## src/rtl/cpu_per_pkg.sv

```systemverilog
// Shared definitions for the CPU-side requesters, the arbiter and the peripheral.
package cpu_per_pkg;

    typedef enum logic [1:0] {
        IDLE    = 2'b00,
        XFER    = 2'b01,
        RELEASE = 2'b10
    } state_t;

    localparam int DEF_DATA_W = 2;

endpackage

```

## src/rtl/cpu_per_arbiter_pick.sv

```systemverilog
// Combinational round-robin picker: first set request searching upward from rr_ptr+1 with wrap.
module rr_arb_pick #(
    parameter  int N_REQ = 2,
    localparam int IDX_W = (N_REQ > 1) ? $clog2(N_REQ) : 1
) (
    input  logic [N_REQ-1:0] req,
    input  logic [IDX_W-1:0] rr_ptr,
    output logic [IDX_W-1:0] idx,
    output logic             vld
);

    // Walk offsets from farthest to nearest so the nearest hit is written last.
    always_comb begin
        idx = '0;
        vld = 1'b0;
        for (int k = N_REQ; k >= 1; k--) begin
            for (int j = 0; j < N_REQ; j++) begin
                if (req[j] && (j == ((int'(rr_ptr) + k) % N_REQ))) begin
                    idx = IDX_W'(j);
                    vld = 1'b1;
                end
            end
        end
    end

endmodule

```

## src/rtl/cpu_per_arbiter.sv

```systemverilog
// Round-robin arbiter sharing one four-phase peripheral port between N_REQ requesters.
module cpu_per_arbiter
    import cpu_per_pkg::*;
#(
    parameter int N_REQ       = 2,
    parameter int DATA_W      = DEF_DATA_W,
    parameter int TIMEOUT_CYC = 16
) (
    input  logic                    clk,
    input  logic                    rst,
    input  logic [N_REQ-1:0]        req_send,
    input  logic [N_REQ*DATA_W-1:0] req_dado,
    output logic [N_REQ-1:0]        req_ack,
    output logic [N_REQ-1:0]        grant,
    output logic                    per_send,
    output logic [DATA_W-1:0]       per_dado,
    input  logic                    per_ack,
    output logic                    busy,
    output logic                    timeout_err
);

    localparam int IDX_W = (N_REQ > 1) ? $clog2(N_REQ) : 1;
    localparam int CNT_W = (TIMEOUT_CYC > 1) ? $clog2(TIMEOUT_CYC) : 1;

    state_t             state, state_n;
    logic [IDX_W-1:0]   rr_ptr, rr_ptr_n, own, own_n;
    logic [CNT_W-1:0]   tmo_cnt, tmo_cnt_n;
    logic [N_REQ-1:0]   grant_n, req_ack_n;
    logic               per_send_n, tmo_n;
    logic [DATA_W-1:0]  per_dado_n;
    logic [IDX_W-1:0]   pick_idx;
    logic               pick_vld;

    rr_arb_pick #(.N_REQ(N_REQ)) u_pick (
        .req    (req_send),
        .rr_ptr (rr_ptr),
        .idx    (pick_idx),
        .vld    (pick_vld)
    );

    always_comb begin
        state_n    = state;
        rr_ptr_n   = rr_ptr;
        own_n      = own;
        tmo_cnt_n  = tmo_cnt;
        grant_n    = grant;
        req_ack_n  = req_ack;
        per_send_n = per_send;
        per_dado_n = per_dado;
        tmo_n      = 1'b0;
        unique case (state)
            IDLE: begin
                if (pick_vld) begin
                    own_n      = pick_idx;
                    per_send_n = 1'b1;
                    tmo_cnt_n  = '0;
                    state_n    = XFER;
                    for (int j = 0; j < N_REQ; j++) begin
                        grant_n[j] = (j == int'(pick_idx));
                        if (j == int'(pick_idx))
                            per_dado_n = req_dado[j*DATA_W +: DATA_W];
                    end
                end
            end
            XFER: begin
                tmo_cnt_n = tmo_cnt + 1'b1;
                // per_ack is tested first so it beats a coincident terminal count
                if (per_ack) begin
                    per_send_n = 1'b0;
                    req_ack_n  = grant;
                    state_n    = RELEASE;
                end else if (tmo_cnt == CNT_W'(TIMEOUT_CYC - 1)) begin
                    per_send_n = 1'b0;
                    req_ack_n  = grant;
                    tmo_n      = 1'b1;
                    state_n    = RELEASE;
                end
            end
            RELEASE: begin
                if (!per_ack && ((req_send & grant) == '0)) begin
                    req_ack_n = '0;
                    grant_n   = '0;
                    rr_ptr_n  = own;
                    state_n   = IDLE;
                end
            end
            default: state_n = IDLE;
        endcase
    end

    always_ff @(posedge clk) begin
        if (rst) begin
            state       <= IDLE;
            rr_ptr      <= IDX_W'(N_REQ - 1);
            own         <= '0;
            tmo_cnt     <= '0;
            grant       <= '0;
            req_ack     <= '0;
            per_send    <= 1'b0;
            per_dado    <= '0;
            busy        <= 1'b0;
            timeout_err <= 1'b0;
        end else begin
            state       <= state_n;
            rr_ptr      <= rr_ptr_n;
            own         <= own_n;
            tmo_cnt     <= tmo_cnt_n;
            grant       <= grant_n;
            req_ack     <= req_ack_n;
            per_send    <= per_send_n;
            per_dado    <= per_dado_n;
            busy        <= (state_n != IDLE);
            timeout_err <= tmo_n;
        end
    end

endmodule

```

## config.mk

```make
export PLATFORM = sky130hd
export DESIGN_NAME = cpu_per_arbiter
export DESIGN_NICKNAME = d
export VERILOG_FILES = /design/src/rtl/cpu_per_pkg.sv /design/src/rtl/cpu_per_arbiter_pick.sv /design/src/rtl/cpu_per_arbiter.sv
export SDC_FILE = /design/constraint.sdc
export NUM_CORES = 1
export LEC_CHECK = 0
export CAP_MARGIN = 40
export CORE_ASPECT_RATIO = 0.75
export CORE_MARGIN = 2
export CORE_UTILIZATION = 42
export CTS_CLUSTER_SIZE = 10
export DETAILED_ROUTE_END_ITERATION = 8
export PLACE_DENSITY = 0.72
export SETUP_SLACK_MARGIN = 0.15
export SLEW_MARGIN = 20
export SYNTH_ARGS = -nofsm -noshare
export SYNTH_HDL_FRONTEND = slang
export SYNTH_HIERARCHICAL = 1
export SYNTH_SLANG_ARGS = --single-unit
```

## constraint.sdc

```tcl
create_clock -name clk -period 1.32 [get_ports clk]
set_input_delay 0.264 -clock clk [delete_from_list [all_inputs] [get_ports clk]]
set_output_delay 0.264 -clock clk [all_outputs]
set_load 0.01 [all_outputs]
```

---- After elaboration in Yosys (flattened, before gate mapping) ----
Cells that the tools add are included.
storage, ports and cells
  bits in registers ....................... 17
  input port bits ......................... 9
  output and inout bits ................... 9
  word-level logic and storage cells ...... 73
cells by class
  add/sub/neg operators ................... 3
  equal/unequal tests ..................... 8
  multiplexer cells ....................... 26
  bitwise logic cells ..................... 5
  reductions and logical operators ........ 21
operator list
  kind                   count
  $logic_not A32 Y1      2
  $mux W2                9
  $mux W1                11
  $reduce_and A3 Y1      3
  $pmux W2 S2            2
  $pmux W4 S2            1
  $reduce_bool A2 Y1     4
  $pmux W2 S3            1
  $reduce_and A2 Y1      3
  $logic_and A1 B1 Y1    5
  $add A4 B1 Y4 const B  1
  $eq A2 B2 Y1 const A   2
  $eq A4 B4 Y1 const B   1
  $logic_not A2 Y1       2
  $mux W4                1
  $ne A2 B2 Y1 const B   2
  $ne A3 B3 Y1 const B   1
  $reduce_or A3 Y1       1
  $add A1 B1 Y1 const B  2
  $and A1 B1 Y1 const A  2
  $and A2 B2 Y2          1
  $eq A2 B1 Y1 const B   1
  $eq A2 B2 Y1 const B   1
  $not A1 Y1             2
  2 further kinds        2

---- Depth between registers and ports, before layout ----
Gate-level depths: netlist (run 1).
  depth in word-level cells ............... 11
  mapped depth ............................ 4

---- Modules after synthesis ----
The synthesis (run 1) kept the hierarchy.
modules (own cells, without submodules)
  module           times used  cells an instance  area each (µm²)  seq. area each (µm²)
  cpu_per_arbiter  1           77                 716.9            340.3
  rr_arb_pick      1           2                  13.8             0.0

---- Worst setup path after synthesis (run 1) ----
No wires, ideal clock.
  kind .................................... reg-to-reg
  start ................................... register grant[1]
  end ..................................... register rr_ptr
  setup time .............................. 0.120 ns
  data arrival time ....................... 1.176 ns
  setup slack ............................. 0.025 ns
  cell stages (with the launch flop) ...... 4
  period minus slack after synthesis ...... 1.295 ns
  cells stage by stage .................... dfxtp_1 > a221o_1 > o21a_1 > a211o_1
between the ends
  word-level cells in the longest chain between the ends .. 4
ends and longest elaborated chain
  what                                RTL line                source
  start, declared                     cpu_per_arbiter.sv:14   output logic [N_REQ-1:0] grant,
  start signal, assigned              cpu_per_arbiter.sv:108  grant <= grant_n;
  $and A2 B2 Y2                       cpu_per_arbiter.sv:80   if (!per_ack && ((req_send & grant) == '0)) begin
  $logic_not A2 Y1                    cpu_per_arbiter.sv:80
  $logic_and A1 B1 Y1                 cpu_per_arbiter.sv:80
  $reduce_and A2 Y1 (no source line)  n/a
  end signal, assigned                cpu_per_arbiter.sv:94   rr_ptr <= IDX_W'(N_REQ - 1);
  end signal, assigned                cpu_per_arbiter.sv:105  rr_ptr <= rr_ptr_n;
  end, declared                       cpu_per_arbiter.sv:26   logic [IDX_W-1:0] rr_ptr, rr_ptr_n, own, own_n;
No other way between the ends.
A chain may end at the register's enable or synchronous reset.

---- Final worst setup path (run 1) ----
  start ................................... register grant[0]
  end ..................................... register grant[1]
between the ends
  word-level cells in the longest chain between the ends .. 5
ends and longest elaborated chain
  what                                RTL line
  $and A2 B2 Y2                       cpu_per_arbiter.sv:80
  $logic_not A2 Y1                    cpu_per_arbiter.sv:80
  $logic_and A1 B1 Y1                 cpu_per_arbiter.sv:80
  $ne A2 B2 Y1 (no source line)       n/a
  $reduce_and A3 Y1 (no source line)  n/a
No other way between the ends.

==> flow_results.org, run 1 <==
** Outcome
- Run status :: finished, final reports clean

** Detailed routing
- Number of vias after detailed routing :: 720
- After detailed routing, the number of vias per cell comes to 5.455.
- In the routed design, unresolved DRC markers number 0.
- The first routing iteration left 10 violations.
- The first detailed-routing pass ran for 4 iterations.
- Final routed wire length divided by cell count :: 13.96 um
- Final routed wirelength across all metal layers :: 1.843 mm
- In this run the remaining antenna-violating nets after routing total 0.

** GRT
- Total overflow reported by the global router :: 0
- The first global-routing pass estimated 2.842 mm of wire.
- Entering global routing, the biggest net connects 12 pins.
- Global router's overall resource usage :: 19.44%
- Initial antenna violation count :: 0
- The number of global-route vias before repair was 604.

** Final layout
- The post-route netlist has 38.18% of its cells at a drive strength greater than 1.
- Post-layout utilization of the core :: 65.83%
- The number of antenna diodes in the final layout is 0.
- Compared with the post-synthesis result, the final layout area differs by 52.40%.
- Layout Nets :: 121
- Finished layout cell area :: 1114 um^2
- Fillers :: 148

** Worst setup path
- In this run the worst path has a maximum fanout of 6.
- Nature of the critical path startpoint :: flip-flop
- Crit Path Class :: flip-flop to flip-flop
- Signal arrival time at the worst endpoint :: 1.38 ns
- STA classifies the critical path endpoint as a flip-flop.
- The worst register-to-register path begins at grant[0]$_SDFFE_PP0P_.
- At the worst endpoint, the required time is 1.50 ns.
- In this run the worst setup path begins at grant[0]$_SDFFE_PP0P_.

** Floorplanning
- Area of the core :: 1692 um^2
- Die Height :: 40.12 um
- Starting density of the core :: 43.20%
- Die area :: 2093 um^2
- Number of top-level pins :: 18
- Chip width :: 52.17 um
- In this run the core area contains 13 standard-cell rows.

** Clock network
- CTS saw 17 sinks.
- Post-CTS Hold Buffers :: 0
- Number of buffers added by the clock tree synthesis step :: 3
- Number of H-tree levels :: 1
- The longest clock path from root to sink contains 2 buffers.
- In this run the clock root is driven by a sky130_fd_sc_hd__clkbuf_4.
- Clock Pin Slew Worst Setup and Hold Paths :: 0.10 ns
- For the worst-skew pair, the clock arrives at the later sink with an insertion delay of 0.29 ns.
- TritonCTS built the clock tree.

** Logic synthesis
- Synthesis-stage register bit count :: 17
- Most numerous cell in the Yosys netlist :: sky130_fd_sc_hd__dfxtp_1
- Counting flops with a built-in enable in the synthesized netlist gives 0.
- Cell area after technology mapping :: 730.7 um^2
- Count of yosys warnings during synthesis :: 6
- Share of the synthesized area in the top cell type :: 46.58%
- Synth top cells by count :: 17 x sky130_fd_sc_hd__dfxtp_1, 10 x sky130_fd_sc_hd__a21oi_1, 6 x sky130_fd_sc_hd__nand2_1
- Share of flip-flops with an asynchronous set or reset after synthesis :: 0%
- Unique masters post-synth :: 30
- The share of the Yosys chip area taken by registers is 46.58%.
- Gate count of the mapped netlist :: 79
- Synth top area cells :: sky130_fd_sc_hd__dfxtp_1 47%, sky130_fd_sc_hd__a21oi_1 6.8%, sky130_fd_sc_hd__mux2i_1 4.1%
- Number of nets in the synthesized netlist :: 89
- Cell taking the most area after synthesis :: sky130_fd_sc_hd__dfxtp_1
- A synthesized cell averages 9.249 um^2.
- For this run, the leading register cell type out of synthesis is sky130_fd_sc_hd__dfxtp_1.

** Placement
- Final RePlAce weighted congestion :: 0.8346
- The placed instances occupy a cell area of 991.0 um^2.
- Detailed placement ended at an HPWL of 1.179 mm.
- Port buffering added 17 buffers.

** Flow run
- Max-cap violations in this run came to 0.

** Timing
- Period utilization :: 91.14%
- Normalized max-slew margin :: 78.40%
- Final setup fails :: 0
- Final min period :: 1.203 ns
- Setup repair after global routing could not meet its margin everywhere.
- The count of pins over their slew limit came to 0.
- Fin Setup TNS :: 0 ns
- On the final layout, the worst clock skew is 0.004312 ns.
- Slew of the pin with the lowest slew margin :: 0.3237 ns
- Highest clock frequency the design can meet :: 831.3 MHz
- The hold violation total from the final report came to 0.

** Pwr
- Final total power :: 0.001118 W
- Summed over all cells, the static leakage comes to 0.4133 nW.
- Power per cell area :: 1004 nW/um^2
- Across the VDD grid, the largest voltage drop is 0.7710 mV.

** Hold path
- The worst hold path belongs to the class primary input to flip-flop.
- Hold Startpoint :: per_ack
[layout by cell type (no fill, tap or decap), types with 2 or more instances in the layout]
cell                               n
sky130_fd_sc_hd__clkdlybuf4s50_1   5
sky130_fd_sc_hd__buf_4            11
sky130_fd_sc_hd__nand2b_4          2
sky130_fd_sc_hd__nand2_1           6
sky130_fd_sc_hd__nand3b_1          2
sky130_fd_sc_hd__dlygate4sd2_1     4
sky130_fd_sc_hd__clkbuf_4          3
sky130_fd_sc_hd__a211oi_2          2
sky130_fd_sc_hd__clkdlybuf4s15_1   2
sky130_fd_sc_hd__nor2_1            5
sky130_fd_sc_hd__nand2b_1          3
sky130_fd_sc_hd__a21oi_1           9
sky130_fd_sc_hd__mux2i_1           3
sky130_fd_sc_hd__dfxtp_2           5
sky130_fd_sc_hd__inv_1             2
sky130_fd_sc_hd__buf_6             2
sky130_fd_sc_hd__dfxtp_1          10
sky130_fd_sc_hd__clkbuf_2          5
sky130_fd_sc_hd__dfxtp_4           2
sky130_fd_sc_hd__a211oi_1          2
sky130_fd_sc_hd__o221ai_2          2
sky130_fd_sc_hd__nand3_1           3
sky130_fd_sc_hd__o211ai_1          2
[cell families (layout without fill, tap and decap cells)]
family	after synthesis	after routing	synth area share, %
buffers and inverters	5	36	2.738
adder cells (fa/ha/maj)	1	1	1.712
AO/OA/AOI/OAI	26	26	23.46
flip-flops	17	17	46.58
AND/OR/NAND/NOR	27	27	21.40
multiplexers	3	3	4.110
[state kept, by name, summed over array words and instances, names as in the netlist]
name	cells
busy	1
grant	2
own	1
per_dado	2
per_send	1
req_ack	2
rr_ptr	1
state	2
timeout_err	1
tmo_cnt	4
[routing by layer]
metal / global-route usage, % / wire, um / up-vias
met2: 30.06 / 893 / 25
met3: 7.090 / 117 / 2
met5: 0 / 0 / -
met1: 24.38 / 816 / 341
li1: - / - / 352
met4: 9.615 / 15 / 0
[worst max-delay path: stages, from the launching register on]
cell and delay, ns:
sky130_fd_sc_hd__dfxtp_2 0.34, sky130_fd_sc_hd__a221o_1 0.35, sky130_fd_sc_hd__buf_6 0.15, sky130_fd_sc_hd__o211ai_1 0.16, sky130_fd_sc_hd__a21oi_1 0.09
[timing repair]
action,4_1_cts,5_1_grt
resized for setup,27,25
buffers inserted,2,2
pin swaps,10,7
gates cloned,0,0
endpoints found under the setup margin,23,19
[metrics by stage]
step	hold WS [ns]	instances	setup slack [ns]
floorplan	0.3409	79	0.1042
global placement	0.4615	124	-0.3413
detailed placement	0.4650	124	-0.3651
CTS	0.4322	130	0.07187
global route	0.4487	132	0.05621
finish	0.4365	132	0.1170
[worst paths after layout]
kind	endpoint	slack [ns]	cells past startpoint
hold / removal	timeout_err$_SDFF_PP0_	0.44	3
hold reg to reg	own$_SDFFE_PP0P_	0.48	2
setup / recovery	grant[1]$_SDFFE_PP0P_	0.12	4
setup reg to reg	grant[1]$_SDFFE_PP0P_	0.12	4
[area by class of cell]
class	count	area [um^2]	area share, %
clock buffers	4	26.28	2.360
inverters	2	7.507	0.6742
multi-input cells	57	451.7	40.56
flip-flops and latches	17	354.1	31.80
well taps	22	27.53	2.472
repair buffers	30	246.5	22.13
[where the power goes]
| part | switching, W | leakage, nW | internal [W] |
|---|---|---|---|
| Clock | 0.000162 | 0.0150 | 0.000118 |
| Sequential | 0.0000328 | 0.143 | 0.000547 |
| Combinational | 0.000119 | 0.256 | 0.000139 |
| Total | 0.000314 | 0.413 | 0.000804 |
(Power assumes the default switching activity.)
==> inputs of run 2 (changes only) <==
--- a/config.mk
+++ b/config.mk
@@ -6,9 +6,8 @@
 export NUM_CORES = 1
 export LEC_CHECK = 0
 export CAP_MARGIN = 40
-export CORE_ASPECT_RATIO = 0.75
 export CORE_MARGIN = 2
-export CORE_UTILIZATION = 42
+export CORE_UTILIZATION = 41
 export CTS_CLUSTER_SIZE = 10
 export DETAILED_ROUTE_END_ITERATION = 8
 export PLACE_DENSITY = 0.72
@@ -16,5 +15,4 @@
 export SLEW_MARGIN = 20
 export SYNTH_ARGS = -nofsm -noshare
 export SYNTH_HDL_FRONTEND = slang
-export SYNTH_HIERARCHICAL = 1
 export SYNTH_SLANG_ARGS = --single-unit
==> run 2 against run 1 <==
Sequential power about the same. Sequential cell count unchanged. First-iteration DRC count increased by 120%. Core utilization increased by 3.1 points. Fmax increased by 1.1%. Combinational power decreased by 3%. Clock skew increased by 0.00070 ns. Power decreased by 1.7%. Clock power decreased by 2%. Global-route usage decreased by 0.71 points. Wire length decreased by 1.9%.
==> flow_results.org, run 2 <==
** GRT
- Global-route wire length before repair :: 2.801 mm (-1.4%)
- Pin count of the biggest net entering global routing :: 10 (-2)
- Total overflow reported by the global router :: 0 (unchanged)
- The overall fraction of global-route tracks in use came to 18.73% (-0.71 points).
- Number of global-route vias before repair :: 676 (+12%)
- The initial antenna violation count came to 0 (unchanged).

** Logic synthesis
- Post-synth EDFFs :: 0 (unchanged)
- The cell count after synthesis came to 80 (+1.3%).
- Portion of the post-synthesis area used by sequential elements :: 48.31% (+1.7 points)
- Synth Flop Type :: sky130_fd_sc_hd__dfxtp_1
- The number of warnings printed during yosys synthesis is 0 (-6).
- The top-area cell type share of the netlist area was 48.31% (+1.7 points).
- Cell area after technology mapping :: 704.4 um^2 (-3.6%)
- Yosys attributes the largest share of cell area to sky130_fd_sc_hd__dfxtp_1 48%, sky130_fd_sc_hd__a21oi_1 9.2%, sky130_fd_sc_hd__nand2_1 5.3%.
- The commonest cells after synthesis are 17 x sky130_fd_sc_hd__dfxtp_1, 13 x sky130_fd_sc_hd__a21oi_1, 10 x sky130_fd_sc_hd__nand2_1.
- Most numerous cell in the Yosys netlist :: sky130_fd_sc_hd__dfxtp_1
- The synthesized design spends more area on one cell type than any other, namely sky130_fd_sc_hd__dfxtp_1.
- Share of flip-flops with an asynchronous set or reset after synthesis :: 0% (unchanged)
- Syn_area_per_cell :: 8.805 um^2 (-4.8%)
- The total of flip-flops plus latches after synthesis was 17 (unchanged).
- Number of nets in the synthesized netlist :: 90 (+1.1%)
- The number of distinct library cell variants in the gate-level netlist after synthesis came to 26 (-13%).

** Final layout
- The count of inserted antenna diode cells came to 0 (unchanged).
- Leaving out fill and tap cells, the most frequent cell in the layout is sky130_fd_sc_hd__buf_4.
- Largest register by flop count :: tmo_cnt
- The flip-flop count of the largest register after layout came to 4 (unchanged).
- Area Growth Syn to Fin :: 52.58%
- Finished layout cell area :: 1075 um^2 (-3.5%)
- The net total in the final layout came to 124 (+2.5%).
- The final-layout fill cell count was 126 (-15%).
- Leading cell types in the layout, fill and taps excluded :: 14 x sky130_fd_sc_hd__buf_4, 11 x sky130_fd_sc_hd__a21oi_1, 10 x sky130_fd_sc_hd__dfxtp_1, 9 x sky130_fd_sc_hd__nand2_1
- Share of layout cells above drive strength 1 :: 38.05% (-0.13 points)

** Floorplanning
- Number of top-level pins :: 18 (unchanged)
- The die outline area was 2066 um^2 (-1.3%).
- The effective utilization at floorplan came to 45.18% (+2.0 points).
- Chip width :: 45.45 um (-13%)
- Die Height :: 45.45 um (+13%)
- The site row count came to 14 (+1).
- The core area was 1559 um^2 (-7.8%).

** Clock network
- The number of buffers created by CTS came to 3 (unchanged).
- The number of buffers added to fix hold violations after cts came to 0 (unchanged).
- Number of H-tree levels :: 1 (unchanged)
- Clock Pin Slew Worst Setup and Hold Paths :: 0.09 ns (about the same)
- Clock tree from TritonCTS :: done
- The total number of clock tree sinks came to 17 (unchanged).
- Clock Latency Late Sink :: 0.28 ns (about the same)
- Master cell of the clock root buffer :: sky130_fd_sc_hd__clkbuf_4
- The worst-case clock buffer depth came to 2 (unchanged).

** Timing
- The worst slew slack as a fraction of its limit came to 80.87% (+2.5 points).
- Final min period :: 1.190 ns (-0.01250 ns)
- Clock tree skew after final layout :: 0.005017 ns (+0.0007043 ns)
- Slew of the pin with the lowest slew margin :: 0.2870 ns (-0.03665 ns)
- Post-route worst hold slack :: 0.4346 ns (-0.001938 ns)
- Setup repair after global routing missed its margin :: yes
- Max-slew violation count :: 0 (unchanged)
- Period utilization :: 90.19% (-0.95 points)
- Hold violation count in the final report :: 0 (unchanged)
- The setup-violating endpoint count in the final report was 0 (unchanged).
- Highest clock frequency the design can meet :: 840.0 MHz (+1.1%)

** Worst setup path
- The arrival time of data at the critical path endpoint was 1.41 ns (+0.03 ns).
- Crit Path Class :: flip-flop to flip-flop
- The largest incremental delay on the critical path came to 0.37 ns (+0.02 ns).
- In this run the critical register-to-register path is captured at tmo_cnt[3]$_SDFFE_PP0P_.
- CP endpoint kind :: flip-flop
- Nature of the critical path startpoint :: flip-flop
- Maximum fanout along the worst path :: 5 (-1)
- The slowest stage of the critical path is the sky130_fd_sc_hd__dfxtp_4 cell.
- Timing endpoint of the critical path :: tmo_cnt[3]$_SDFFE_PP0P_
- Internal reg-to-reg setup slack :: 0.13 ns (about the same)
- Beginning of the worst register-to-register path :: state[1]$_SDFF_PP0_
- The most critical setup path has its startpoint at state[1]$_SDFF_PP0_.
- The worst reg-to-reg path cell count was 4 (unchanged).
- Walking the worst path, the cells encountered are and2b_2 -> nand4_1 -> or2_1 -> a21oi_2.
- Endpoint required time on the critical path :: 1.54 ns (+0.04 ns)

** Hold path
- Hold Path Class :: primary input to flip-flop

** Placement
- The number of port buffers came to 17 (unchanged).
- Total cell area at the placement stage :: 954.7 um^2 (-3.7%)
- Final RePlAce weighted congestion :: 0.8057 (-3.5%)
- Detailed placement HPWL :: 1.165 mm (-1.2%)

** Detailed routing
- The routed wirelength normalized by instance count was 14.02 um (+0.38%).
- The total number of vias is 710 (-1.4%).
- The count of antenna-violating nets left after detailed routing came to 0 (unchanged).
- The via count normalized by instance count was 5.504 (+0.90%).
- The DRC violation count after routing came to 0 (unchanged).
- The violation count after the first detailed-route iteration was 22 (+12).
- Number of iterations in the first detailed-routing pass :: 4 (unchanged)
- Final routed wirelength across all metal layers :: 1.808 mm (-1.9%)

** Outcome
- The flow ran to the end, and the final reports show no timing, DRC or antenna violations.

** Pwr
- The power per cell area came to 1023 nW/um^2 (+1.9%).
- Final total power :: 0.001099 W (-1.7%)
- Worst vdd rail ir drop :: 0.6469 mV (-16%)
- Leak pwr :: 0.4430 nW (+7.2%)

** Flow run
- The number of violations of the max-capacitance limit is 0 (unchanged).
run 2: cell count changes in the layout (fill, tap and decap cells not counted), sizes merged, moves of 3 or more:
cell,delta
a21oi,+3
nand2,+4
nand3,+3
a211oi,-4
nor2,+3
run 2: cell type report:
type | count | area, um^2 | share of cell area [%]
multi-input combinational | 60 | 422.9 | 39.35
timing repair buffer | 31 | 250.2 | 23.28
inverter | 1 | 3.754 | 0.3492
sequential | 17 | 351.6 | 32.71
tap | 16 | 20.02 | 1.863
clock buffer | 4 | 26.28 | 2.445
run 2: layer usage:
metal | share of wire, % | vias to the layer above | global-route usage (%)
met4 | 1.9 | 0 | 10.00
met5 | 0 | - | 0
met2 | 46 | 33 | 28.45
met1 | 45 | 323 | 24.44
li1 | - | 350 | -
met3 | 7.0 | 4 | 4.365
run 2: cells by family (layout without fill, tap and decap cells):
logic type	after synthesis	count (layout)	synth area share, %
mux	4	4	6.039
compound gates	21	21	19.18
fa+ha+maj	1	1	1.776
buf+inv	3	36	1.598
flops	17	17	48.31
simple gates	34	34	23.09
run 2: what timing repair did:
action,CTS,global route
endpoints found under the setup margin,23,20
buffers inserted,2,4
resized for setup,24,22
cloned,0,0
pin swaps,4,8
run 2: metrics by stage:
step | worst slack (ns) | utilization (%) | instances | TNS (ns)
6_report | 0.1295 | 68.94 | 129 | 0
3_5_place_dp | -0.3169 | 61.24 | 119 | -3.595
2_1_floorplan | 0.1513 | - | 80 | 0
3_3_place_gp | -0.2966 | 61.24 | 119 | -3.301
4_1_cts | 0.1020 | 64.93 | 125 | 0
5_1_grt | 0.08673 | 68.94 | 129 | 0
run 2: worst max-delay path, delay by kind of cell, from the launching register on:
kind	cells	cell delay, ns
simple gates	3	0.64
flops	1	0.37
compound gates	1	0.11
run 2: worst min path at each step:
stage,start,end,depth (start not counted)
after detailed placement,per_send$_SDFFE_PP0P_,per_send$_SDFFE_PP0P_,2
after CTS,per_ack,timeout_err$_SDFF_PP0_,2
after global routing,per_ack,timeout_err$_SDFF_PP0_,2
after floorplan,per_ack,timeout_err$_SDFF_PP0_,1
final,per_ack,timeout_err$_SDFF_PP0_,2
after global placement,own$_SDFFE_PP0P_,own$_SDFFE_PP0P_,2
run 2: where the power goes:
part	switching [W]	internal [W]
registers	0.0000293	0.000548
clock network	0.000156	0.000117
logic	0.000119	0.000131
total	0.000304	0.000796
